### src/rtl/eeg_xram_rd_arb.sv
// Burst-locked round-robin / fixed-priority read arbiter for one XRAM lane.
// Tags each accepted beat with its owner and steers returned data and back-pressure.
module eeg_xram_rd_arb #(
  parameter int unsigned REQ_NUM = 4,
  parameter int unsigned REQ_IW  = 2,
  parameter int unsigned ADD_AW  = 12,
  parameter int unsigned DAT_DW  = 8
) (
  input  logic                      clk,
  input  logic                      rst,
  input  logic                      CFG_ENA,
  input  logic                      CFG_FIX,
  input  logic [REQ_NUM-1:0]        REQ_ADD_VLD,
  input  logic [REQ_NUM-1:0]        REQ_ADD_LST,
  output logic [REQ_NUM-1:0]        REQ_ADD_RDY,
  input  logic [REQ_NUM*ADD_AW-1:0] REQ_ADD_ADD,
  output logic [REQ_NUM-1:0]        REQ_DAT_VLD,
  output logic [REQ_NUM-1:0]        REQ_DAT_LST,
  input  logic [REQ_NUM-1:0]        REQ_DAT_RDY,
  output logic [DAT_DW-1:0]         REQ_DAT_DAT,
  output logic                      XRAM_ADD_VLD,
  output logic                      XRAM_ADD_LST,
  output logic [ADD_AW-1:0]         XRAM_ADD_ADD,
  input  logic                      XRAM_ADD_RDY,
  input  logic                      XRAM_DAT_VLD,
  input  logic                      XRAM_DAT_LST,
  input  logic [DAT_DW-1:0]         XRAM_DAT_DAT,
  output logic                      XRAM_DAT_RDY,
  output logic                      ARB_BUSY,
  output logic [REQ_IW-1:0]         ARB_OWN
);

  typedef enum logic [0:0] {IDLE = 1'b0, GRANT = 1'b1} state_t;

  state_t              state_q, state_d;
  logic [REQ_IW-1:0]   own_q, own_d;
  logic [REQ_IW-1:0]   ptr_q, ptr_d;
  logic [REQ_IW-1:0]   rsp_own_q;
  logic [REQ_IW-1:0]   win_idx;
  logic [REQ_IW-1:0]   rr_idx;
  logic                win_vld;
  logic                lst_acc;
  logic [ADD_AW-1:0]   add_arr [REQ_NUM];

  // Index addition modulo REQ_NUM; both operands are always below REQ_NUM.
  function automatic logic [REQ_IW-1:0] wrap_add(input logic [REQ_IW-1:0] a,
                                                 input int unsigned k);
    int unsigned s;
    s = 32'(a) + k;
    if (s >= REQ_NUM) s = s - REQ_NUM;
    return REQ_IW'(s);
  endfunction

  always_comb begin
    for (int i = 0; i < int'(REQ_NUM); i++) add_arr[i] = REQ_ADD_ADD[i*ADD_AW +: ADD_AW];
  end

  // Winner search; descending loops so the highest-priority candidate is written last.
  always_comb begin
    win_vld = 1'b0;
    win_idx = '0;
    rr_idx  = '0;
    if (CFG_FIX) begin
      for (int i = int'(REQ_NUM) - 1; i >= 0; i--) begin
        if (REQ_ADD_VLD[i]) begin
          win_vld = 1'b1;
          win_idx = REQ_IW'(i);
        end
      end
    end else begin
      for (int k = int'(REQ_NUM) - 1; k >= 0; k--) begin
        rr_idx = wrap_add(ptr_q, 32'(k));
        if (REQ_ADD_VLD[rr_idx]) begin
          win_vld = 1'b1;
          win_idx = rr_idx;
        end
      end
    end
  end

  always_ff @(posedge clk) begin
    if (rst) begin
      state_q   <= IDLE;
      own_q     <= '0;
      ptr_q     <= '0;
      rsp_own_q <= '0;
    end else begin
      state_q <= state_d;
      own_q   <= own_d;
      ptr_q   <= ptr_d;
      // Same enable as the lane's data registers, so the tag tracks the presented beat.
      if (XRAM_ADD_RDY) rsp_own_q <= own_q;
    end
  end

  always_comb begin
    state_d      = state_q;
    own_d        = own_q;
    ptr_d        = ptr_q;
    lst_acc      = 1'b0;
    XRAM_ADD_VLD = 1'b0;
    XRAM_ADD_LST = 1'b0;
    XRAM_ADD_ADD = add_arr[0];
    REQ_ADD_RDY  = '0;
    case (state_q)
      IDLE: begin
        if (CFG_ENA && win_vld) begin
          state_d = GRANT;
          own_d   = win_idx;
        end
      end
      GRANT: begin
        XRAM_ADD_VLD       = REQ_ADD_VLD[own_q];
        XRAM_ADD_LST       = REQ_ADD_LST[own_q];
        XRAM_ADD_ADD       = add_arr[own_q];
        REQ_ADD_RDY[own_q] = XRAM_ADD_RDY;
        lst_acc = REQ_ADD_VLD[own_q] & REQ_ADD_LST[own_q] & XRAM_ADD_RDY;
        if (lst_acc) begin
          state_d = IDLE;
          ptr_d   = wrap_add(own_q, 32'd1);
        end
      end
      default: state_d = IDLE;
    endcase
  end

  always_comb begin
    REQ_DAT_VLD            = '0;
    REQ_DAT_LST            = '0;
    REQ_DAT_VLD[rsp_own_q] = XRAM_DAT_VLD;
    REQ_DAT_LST[rsp_own_q] = XRAM_DAT_LST;
  end

  assign XRAM_DAT_RDY = REQ_DAT_RDY[rsp_own_q];
  assign REQ_DAT_DAT  = XRAM_DAT_DAT;
  assign ARB_BUSY     = (state_q == GRANT);
  assign ARB_OWN      = own_q;

endmodule

### config.mk
export PLATFORM = sky130hd
export DESIGN_NAME = eeg_xram_rd_arb
export DESIGN_NICKNAME = d
export VERILOG_FILES = /design/src/rtl/eeg_xram_rd_arb.sv
export SDC_FILE = /design/constraint.sdc
export NUM_CORES = 1
export LEC_CHECK = 0
export CORE_AREA = 2 2 65 67
export DETAILED_ROUTE_END_ITERATION = 7
export DIE_AREA = 0 0 67 69
export PLACE_DENSITY = 0.8
export SLEW_MARGIN = 20
export SYNTH_ARGS = -nofsm -noshare
export SYNTH_HDL_FRONTEND = slang
export SYNTH_SLANG_ARGS = --single-unit
export TNS_END_PERCENT = 20
### constraint.sdc
create_clock -name clk -period 2.2 [get_ports clk]
set_input_delay 0.44 -clock clk [delete_from_list [all_inputs] [get_ports clk]]
set_output_delay 0.44 -clock clk [all_outputs]
set_load 0.02 [all_outputs]
# Yosys cells after proc, flatten, opt, wreduce, memory -nomap -nowiden
# Index checks and enable logic that the tools add are counted.
op_classes:
  bitwise_logic: 7
  add_sub_neg: 9
  reduce_logical: 5
  magnitude_cmp: 14
  muxes: 55
op_table:
  columns: ["operator", "count"]
  rows:
  - ["$mux W12", 3]
  - ["$mux W2", 18]
  - ["$bmux W12 S2", 1]
  - ["$mux W1", 22]
  - ["$lt A2 B3 Y1 const B", 6]
  - ["$ge A3 B3 Y1 const B", 5]
  - ["$bmux W1 S2", 7]
  - ["$and A4 B4 Y4", 3]
  - ["$sub A2 B1 Y2 const B", 5]
  - ["$add A2 B1 Y3 const B", 2]
  - ["$add A2 B2 Y3 const B", 2]
  - ["$demux W1 S2", 2]
  - ["$ge A2 B1 Y1 const B", 2]
  - ["$mux W4", 1]
  - ["$reduce_and A2 Y1", 2]
  - ["$ge A2 B3 Y1 const B", 1]
  - ["$logic_and A1 B1 Y1", 3]
  - ["$not A2 Y3", 1]
  - ["$and A1 B1 Y1", 2]
  - ["$pmux W1 S2", 1]
  - ["$not A1 Y1", 1]
totals:
  inputBits: 75
  out_inout_bits: 38
  register_bits: 7
  elab_cells: 94

# Depth between registers and ports, before layout
# Gate-level depths: netlist (run 1).
logic_depth:
  ltp_word: 14
  mapped_depth: 6
  mapped_depth_nobuf: 5

# Least setup slack after synthesis (run 1)
# Ideal clock, no wire load.
synth_timing:
  path_type: "reg2out"
  start: "register own_q[0] (netlist: ARB_OWN[0])"
  end: "output port XRAM_ADD_ADD[0]"
  path_buffers: 2
  path_slack_ns: 0.203
  t_arrival_ns: 1.557
  required_ns: 1.760
  path_stages_with_launch: 5
  path_cell_list: "dfxtp_1 -> buf_2 -> clkbuf_1 -> o21ai_0 -> a21oi_1"
synth_via:
  elab_chain_cells: 5
synth_lines:
  columns: ["element", "line_no", "rtl"]
  rows:
  - ["from (decl)", "36", "logic [REQ_IW-1:0] own_q, own_d;"]
  - ["from (signal assigned)", "89", "own_q <= own_d;"]
  - ["$not A2 Y3 (implied by the code)", "115", "XRAM_ADD_ADD = add_arr[own_q];"]
  - ["$bmux W12 S2", "115", null]
  - ["$mux W12 (implied by the code) (2 in a row)", "115", null]
  - ["$mux W12", "105", "case (state_q)"]
  - ["to (decl)", "23", "output logic [ADD_AW-1:0] XRAM_ADD_ADD,"]
# Every way passes these cells. The select of a mux whose other input is x is not followed.

# Final worst setup path (run 1)
layout_timing:
  start: "input port XRAM_DAT_VLD"
  end: "output port REQ_DAT_VLD[3]"
layout_via:
  elab_chain_cells: 1
layout_lines:
  columns: ["element", "line_no", "rtl"]
  rows:
  - ["from (decl)", "25", "input logic XRAM_DAT_VLD,"]
  - ["$and A4 B4 Y4 (no line)", null, null]
  - ["to (decl)", "17", "output logic [REQ_NUM-1:0] REQ_DAT_VLD,"]
# Every way passes these cells.

==> impl_metrics.json, run 1 <==
{
  "powerDensity_nw_per_um2": 342,
  "swShare_pct": 33.4,
  "grt_usage_pct": 18.1,
  "core.rowCount": 23,
  "crit_slowest_cell": "clkdlybuf4s50_1",
  "antenna_cells": 0,
  "cp_cell_sequence": "clkdlybuf4s50_1 > and3_1 > clkdlybuf4s50_1",
  "setup_tns_ps": 0,
  "synth_warnings": 0,
  "vias": 1544,
  "vias_per_cell": 5.15,
  "fin_nets": 330,
  "yosysTopAreaCellShare_pct": 12.4,
  "cp.required_ps": 1760,
  "cts_sinks": 7,
  "setup_viol": 0,
  "post_cts_buffers": 0,
  "grt-ovfl-total": 0,
  "syn-cell-area_um2": 1130,
  "p_leak_nw": 0.958,
  "placed_cell_area_um2": 2200,
  "cp_data_arrival_time_ps": 1730,
  "clockPowerShare_pct": 23.2,
  "cts_buffers": 3,
  "yosys_most_used_dff": "dfxtp_1",
  "core_area_um2": 3910,
  "clkLatencyLatePin_ps": 220,
  "critical_path.max_stage_delay_ps": 610,
  "fin_crit_ps": 2170,
  "drcViolationCount": 0,
  "io_buffer_count": 96,
  "cts_buffer_depth": 2,
  "dr.max_layer_used": "met4",
  "antenna_found_initial": 0,
  "cp-start-kind": "input pin",
  "dp_hpwl_mm": 3.42,
  "dr.pass1.iters": 4,
  "die_h_um": 69,
  "drive_gt1_share_pct": 12.8,
  "fp.dieArea_um2": 4620,
  "rsz0062_at_grt": "no",
  "syn_nets": 231,
  "grt_pass1_vias": 1532,
  "synthArstFlopShare_pct": 0,
  "netlist_instances": 152,
  "syn2layout_area_growth_pct": 98.8,
  "synth.area.top_cells": "dfxtp_1, mux2_1, a21oi_1, nand3b_1, o21ai_0",
  "worstPathMaxFanout": 4,
  "seqPwrFrac_pct": 18.8,
  "worstSetupPathType": "input pin to output pin",
  "synth.largest_area_cell": "dfxtp_1",
  "ys_ff_latch": 7,
  "min_period_over_period_pct": 98.5,
  "hold_viol": 0,
  "synth_edf_count": 0,
  "crit_path_end_kind": "output pin",
  "peakVddDrop_mv": 0.251,
  "grt_pass1_wl_mm": 6.81,
  "routed-wl-met2_mm": 2.13,
  "nFillCells": 385,
  "crit_family": "buffers and inverters",
  "max_freq_ghz": 0.462,
  "instances_no_fill": 300,
  "cts_hold_buf": 0,
  "cts_tree": "done",
  "status": "finished clean",
  "io_pins": 113,
  "die_w_um": 67,
  "first_iter_violations": 35,
  "wl_met3_um": 550,
  "clockRootBuffer": "clkbuf_8",
  "intPower_uw": 511,
  "fin_hold_ws_ps": 588,
  "slew_headroom_pct": 80.6,
  "start_util_pct": 28.8,
  "drtAntennaViolNets": 0,
  "ys_seq_area_share_pct": 12.4,
  "routedWlPerCell_um": 14.6,
  "drt_wl_total_mm": 4.37,
  "synth_area_per_cell_um2": 7.42,
  "slew_violations": 0,
  "fin_skew_ps": 0.700,
  "synth.distinct_cells": 29,
  "dp.cells": 295,
  "worst_pin_slew_ps": 291,
  "hold_class": "flip-flop to flip-flop",
  "grt_max_degree": 33,
  "cpMostUsedCell": "clkdlybuf4s50_1",
  "postLayoutCellArea_um2": 2240,
  "htree_levels": 1,
  "clkTransAtPathRegs_ps": 40,
  "maxCapViolCount": 0,
  "comb_power_share_pct": 58.0,
  "worst-path-buf-inv": 2,
  "wl_met1_mm": 1.64,
  "gp_congestion": 0.792,
  "p_switching_uw": 256
}
cell type report:
cell class | instances | area [um^2] | share of cell area, %
clock buffer | 4 | 45.0 | 2.01
inverter | 5 | 18.8 | 0.837
multi-input combinational | 119 | 858 | 38.3
sequential | 7 | 144 | 6.41
tap | 50 | 62.6 | 2.79
timing repair buffer | 115 | 1110 | 49.7
routing by layer:
| metal | global-route usage [%] | vias up |
|---|---|---|
| met4 | 5.22 | 0 |
| met3 | 5.06 | 6 |
| met1 | 19.5 | 705 |
| met2 | 33.3 | 77 |
| met5 | 0 | - |
| li1 | - | 756 |
cells in the final DEF (no fill, tap or decap), types with 2 or more instances in the layout:
master	synthesis	routed
mux4_2	3	3
mux2i_1	4	4
buf_12	0	2
nand3b_1	12	12
ha_1	4	4
and2_1	2	2
dfxtp_1	7	6
a21oi_1	18	18
o21ai_0	17	17
o22ai_1	12	12
and3b_1	4	4
nor3b_1	2	2
buf_4	8	16
inv_2	2	2
nand2_1	6	6
and3_1	6	6
dlygate4sd2_1	0	19
clkbuf_8	0	3
mux2_1	12	12
a211oi_1	2	2
clkdlybuf4s50_1	0	74
nor2_1	7	7
inv_1	3	3
buf_2	2	2
stage by stage:
stage | util (%) | total power [mW] | setup WS (ps)
final | 57.3 | 0.766 | 33.4
after global routing | 57.3 | 0.822 | 4.98
after CTS | 56.5 | 0.768 | 9.92
after detailed placement | 56.2 | 0.613 | -295
after global placement | 56.2 | 0.605 | -289
after floorplan | - | 0.362 | 203
kinds of logic (layout without fill, tap and decap cells):
family,after synthesis,after routing,share of synthesized area [%]
DFF,7,7,12.4
and+or+nand+nor,43,43,23.9
muxes,19,19,21.5
buffers and inverters,26,124,11.5
adders and majority gates,4,4,4.43
AOI/OAI and AO/OA,53,53,26.2
synthesized netlist by cell type (4+ instances only):
cell type,count
nor2_1,7
dfxtp_1,7
mux2i_1,4
buf_4,8
o22ai_1,12
mux2_1,12
and3_1,6
nand3b_1,12
and3b_1,4
clkbuf_1,11
ha_1,4
a21oi_1,18
o21ai_0,17
nand2_1,6
repair_timing:
item | 4_1_cts | 5_1_grt
cloned | 0 | 1
setup endpoints to repair | 21 | 12
gates resized for setup | 27 | 3
endpoints found under the hold margin | 0 | 0
registers in the layout (all words and copies together) (netlist names):
signal	cells
rsp_own_q	2
ARB_BUSY	1
ARB_OWN	2
ptr_q	2
path summary, 6_finish.rpt:
| path | cells after the start | from | slack [ps] | endpoint |
|---|---|---|---|---|
| worst max-delay path | 3 | XRAM_DAT_VLD | 30 | REQ_DAT_VLD[3] |
| worst min-delay path | 2 | ptr_q[0]$_SDFFE_PP0P_ | 590 | ptr_q[0]$_SDFFE_PP0P_ |
| worst max register to register | 5 | ARB_OWN[1]$_SDFFE_PP0P_ | 660 | ptr_q[0]$_SDFFE_PP0P_ |
| worst min register to register | 2 | ptr_q[0]$_SDFFE_PP0P_ | 590 | ptr_q[0]$_SDFFE_PP0P_ |
tightest hold or removal path: stages, from the launching register on:
cell and delay (ps):
dfxtp_1 340, mux2i_1 140, nor2_1 50
power groups by stage:
stage	registers [mW]	logic, mW	clock network, mW
4_1_cts	0.143	0.441	0.183
5_1_grt	0.146	0.480	0.196
3_3_place_gp	0.145	0.460	0
3_5_place_dp	0.145	0.468	0
2_1_floorplan	0.149	0.213	0
6_report	0.144	0.445	0.178
No activity file was read; power rests on OpenSTA's default activity.
==> run 2, diff against run 1 <==
--- a/config.mk
+++ b/config.mk
@@ -5,9 +5,12 @@
 export SDC_FILE = /design/constraint.sdc
 export NUM_CORES = 1
 export LEC_CHECK = 0
+export CAP_MARGIN = 15
 export CORE_AREA = 2 2 65 67
+export CTS_CLUSTER_DIAMETER = 60
 export DETAILED_ROUTE_END_ITERATION = 7
 export DIE_AREA = 0 0 67 69
+export GPL_TIMING_DRIVEN = 0
 export PLACE_DENSITY = 0.8
 export SLEW_MARGIN = 20
 export SYNTH_ARGS = -nofsm -noshare
==> run 2 against run 1 <==
Power is 1.4% higher. Global-route usage is 0.48 points higher. Register-to-register slack worse by 60 ps. Die area stayed put. Routed wire length is 3.3% higher. Worst setup slack worse by 1.9 ps. Sequential power hardly changed. Combinational power is 1% higher. Count of clock-buffer cells in the layout stayed put. Critical path depth is 1 higher. Largest power group unchanged.
==> impl_metrics.json, run 2 (same netlist as run 1, synthesis figures left out) <==
{
  "drive_gt1_share_pct": 12.7,
  "status": "finished clean",
  "grt_pass1_vias": 1493,
  "regArea_um2": 145,
  "critical_path.max_stage_delay_ps": 490,
  "clkLatencyLatePin_ps": 230,
  "core.rowCount": 23,
  "p_leak_nw": 0.958,
  "slew_violations": 0,
  "hold_class": "flip-flop to flip-flop",
  "fin_ws_ps": 31.5,
  "cts_tree": "done",
  "antenna_found_initial": 0,
  "drcViolationCount": 0,
  "fin_skew_ps": 5.38,
  "grt-ovfl-total": 0,
  "crit_slowest_cell": "mux4_2",
  "min_period_over_period_pct": 98.6,
  "total_power_uw": 777,
  "dp_hpwl_mm": 3.63,
  "instances_no_fill": 309,
  "die_h_um": 69,
  "grt_max_degree": 12,
  "antenna_cells": 0,
  "core_area_um2": 3910,
  "setup_tns_ps": 0,
  "r2r_setup_slack_ps": 600,
  "r2r_cells": 5,
  "multi_input_area_um2": 858,
  "setup_viol": 0,
  "vias_per_cell": 5.03,
  "cts_sinks": 7,
  "die_w_um": 67,
  "cts_buffer_depth": 2,
  "hold_viol": 0,
  "powerDensity_nw_per_um2": 343,
  "cp_cell_sequence": "dlygate4sd2_1 > mux4_2 > and2_1 > dlygate4sd2_1",
  "maxCapViolCount": 0,
  "rsz0062_at_grt": "no",
  "cp.required_ps": 1760,
  "dr.pass1.iters": 4,
  "fp.dieArea_um2": 4620,
  "drt_wl_total_mm": 4.51,
  "gp_congestion": 0.793,
  "worstPathMaxFanout": 7,
  "fin_nets": 339,
  "nFillCells": 368,
  "fin_crit_ps": 2170,
  "layout_common_cells": "clkdlybuf4s50_1, dlygate4sd2_1, a21oi_1",
  "drtAntennaViolNets": 0,
  "final_common_cell": "clkdlybuf4s50_1",
  "cp-start-kind": "input pin",
  "post_cts_buffers": 0,
  "start_util_pct": 28.8,
  "cp_data_arrival_time_ps": 1730,
  "io_pins": 113,
  "cpMostUsedCell": "dlygate4sd2_1",
  "grt_usage_pct": 18.6,
  "hold_path_depth": 2,
  "vias": 1553,
  "routedWlPerCell_um": 14.6,
  "slew_headroom_pct": 58.7,
  "clkTransAtPathRegs_ps": 40,
  "dp_slack_ps": -422,
  "cts_buffers": 3,
  "htree_levels": 1,
  "worstSetupPathType": "input pin to output pin",
  "max_freq_ghz": 0.461,
  "first_iter_violations": 87,
  "utilization_pct": 57.9,
  "peakVddDrop_mv": 0.329,
  "dp.cells": 305,
  "clockRootBuffer": "clkbuf_8",
  "syn2layout_area_growth_pct": 101,
  "grt_pass1_wl_mm": 6.87,
  "cts_hold_buf": 0,
  "worst_pin_slew_ps": 611,
  "crit_path_end_kind": "output pin",
  "io_buffer_count": 103
}
-- run 2: report_power, final --
group / leakage [nW] / switching [mW] / internal, mW
sequential: 0.0582 / 0.00975 / 0.134
combinational: 0.877 / 0.205 / 0.246
clock: 0.0228 / 0.0567 / 0.125
total: 0.958 / 0.271 / 0.506
-- run 2: timing repair --
action / in CTS / in global routing
gates resized for setup: 45 / 7
endpoints found under the setup margin: 21 / 12
gates cloned: 0 / 0
-- run 2: critical path, delay by kind of cell --
kind	cells	cell delay, ps
buf+inv	2	630
mux	1	490
simple gates	1	170
-- run 2: final cells by class --
type                            count  area share [%]
Timing Repair Buffer              103            43.8
Tap cell                           50            2.76
Multi-Input combinational cell    119            37.9
Inverter                            5           0.828
Buffer                             21            6.35
Sequential cell                     7            6.40
Clock buffer                        4            1.99
-- run 2: final timing paths --
path,start,endpoint
min reg2reg,ptr_q[0]$_SDFFE_PP0P_,ptr_q[0]$_SDFFE_PP0P_
max,REQ_ADD_VLD[1],XRAM_ADD_VLD
min,ptr_q[0]$_SDFFE_PP0P_,ptr_q[0]$_SDFFE_PP0P_
max reg2reg,ARB_OWN[1]$_SDFFE_PP0P_,ptr_q[0]$_SDFFE_PP0P_
-- run 2: stage by stage --
step	hold slack, ps	cell area (um^2)
6_report	596	2270
5_1_grt	623	2270
4_1_cts	581	2260
3_5_place_dp	573	2220
3_3_place_gp	565	2220
2_1_floorplan	509	1130
-- run 2: per-layer routing --
metal / global-route usage [%] / share of wire (%) / up-vias
li1: - / - / 776
met1: 19.5 / 38 / 699
met5: 0 / 0 / -
met2: 35.4 / 49 / 74
met3: 4.89 / 11 / 4
met4: 4.31 / 1.0 / 0
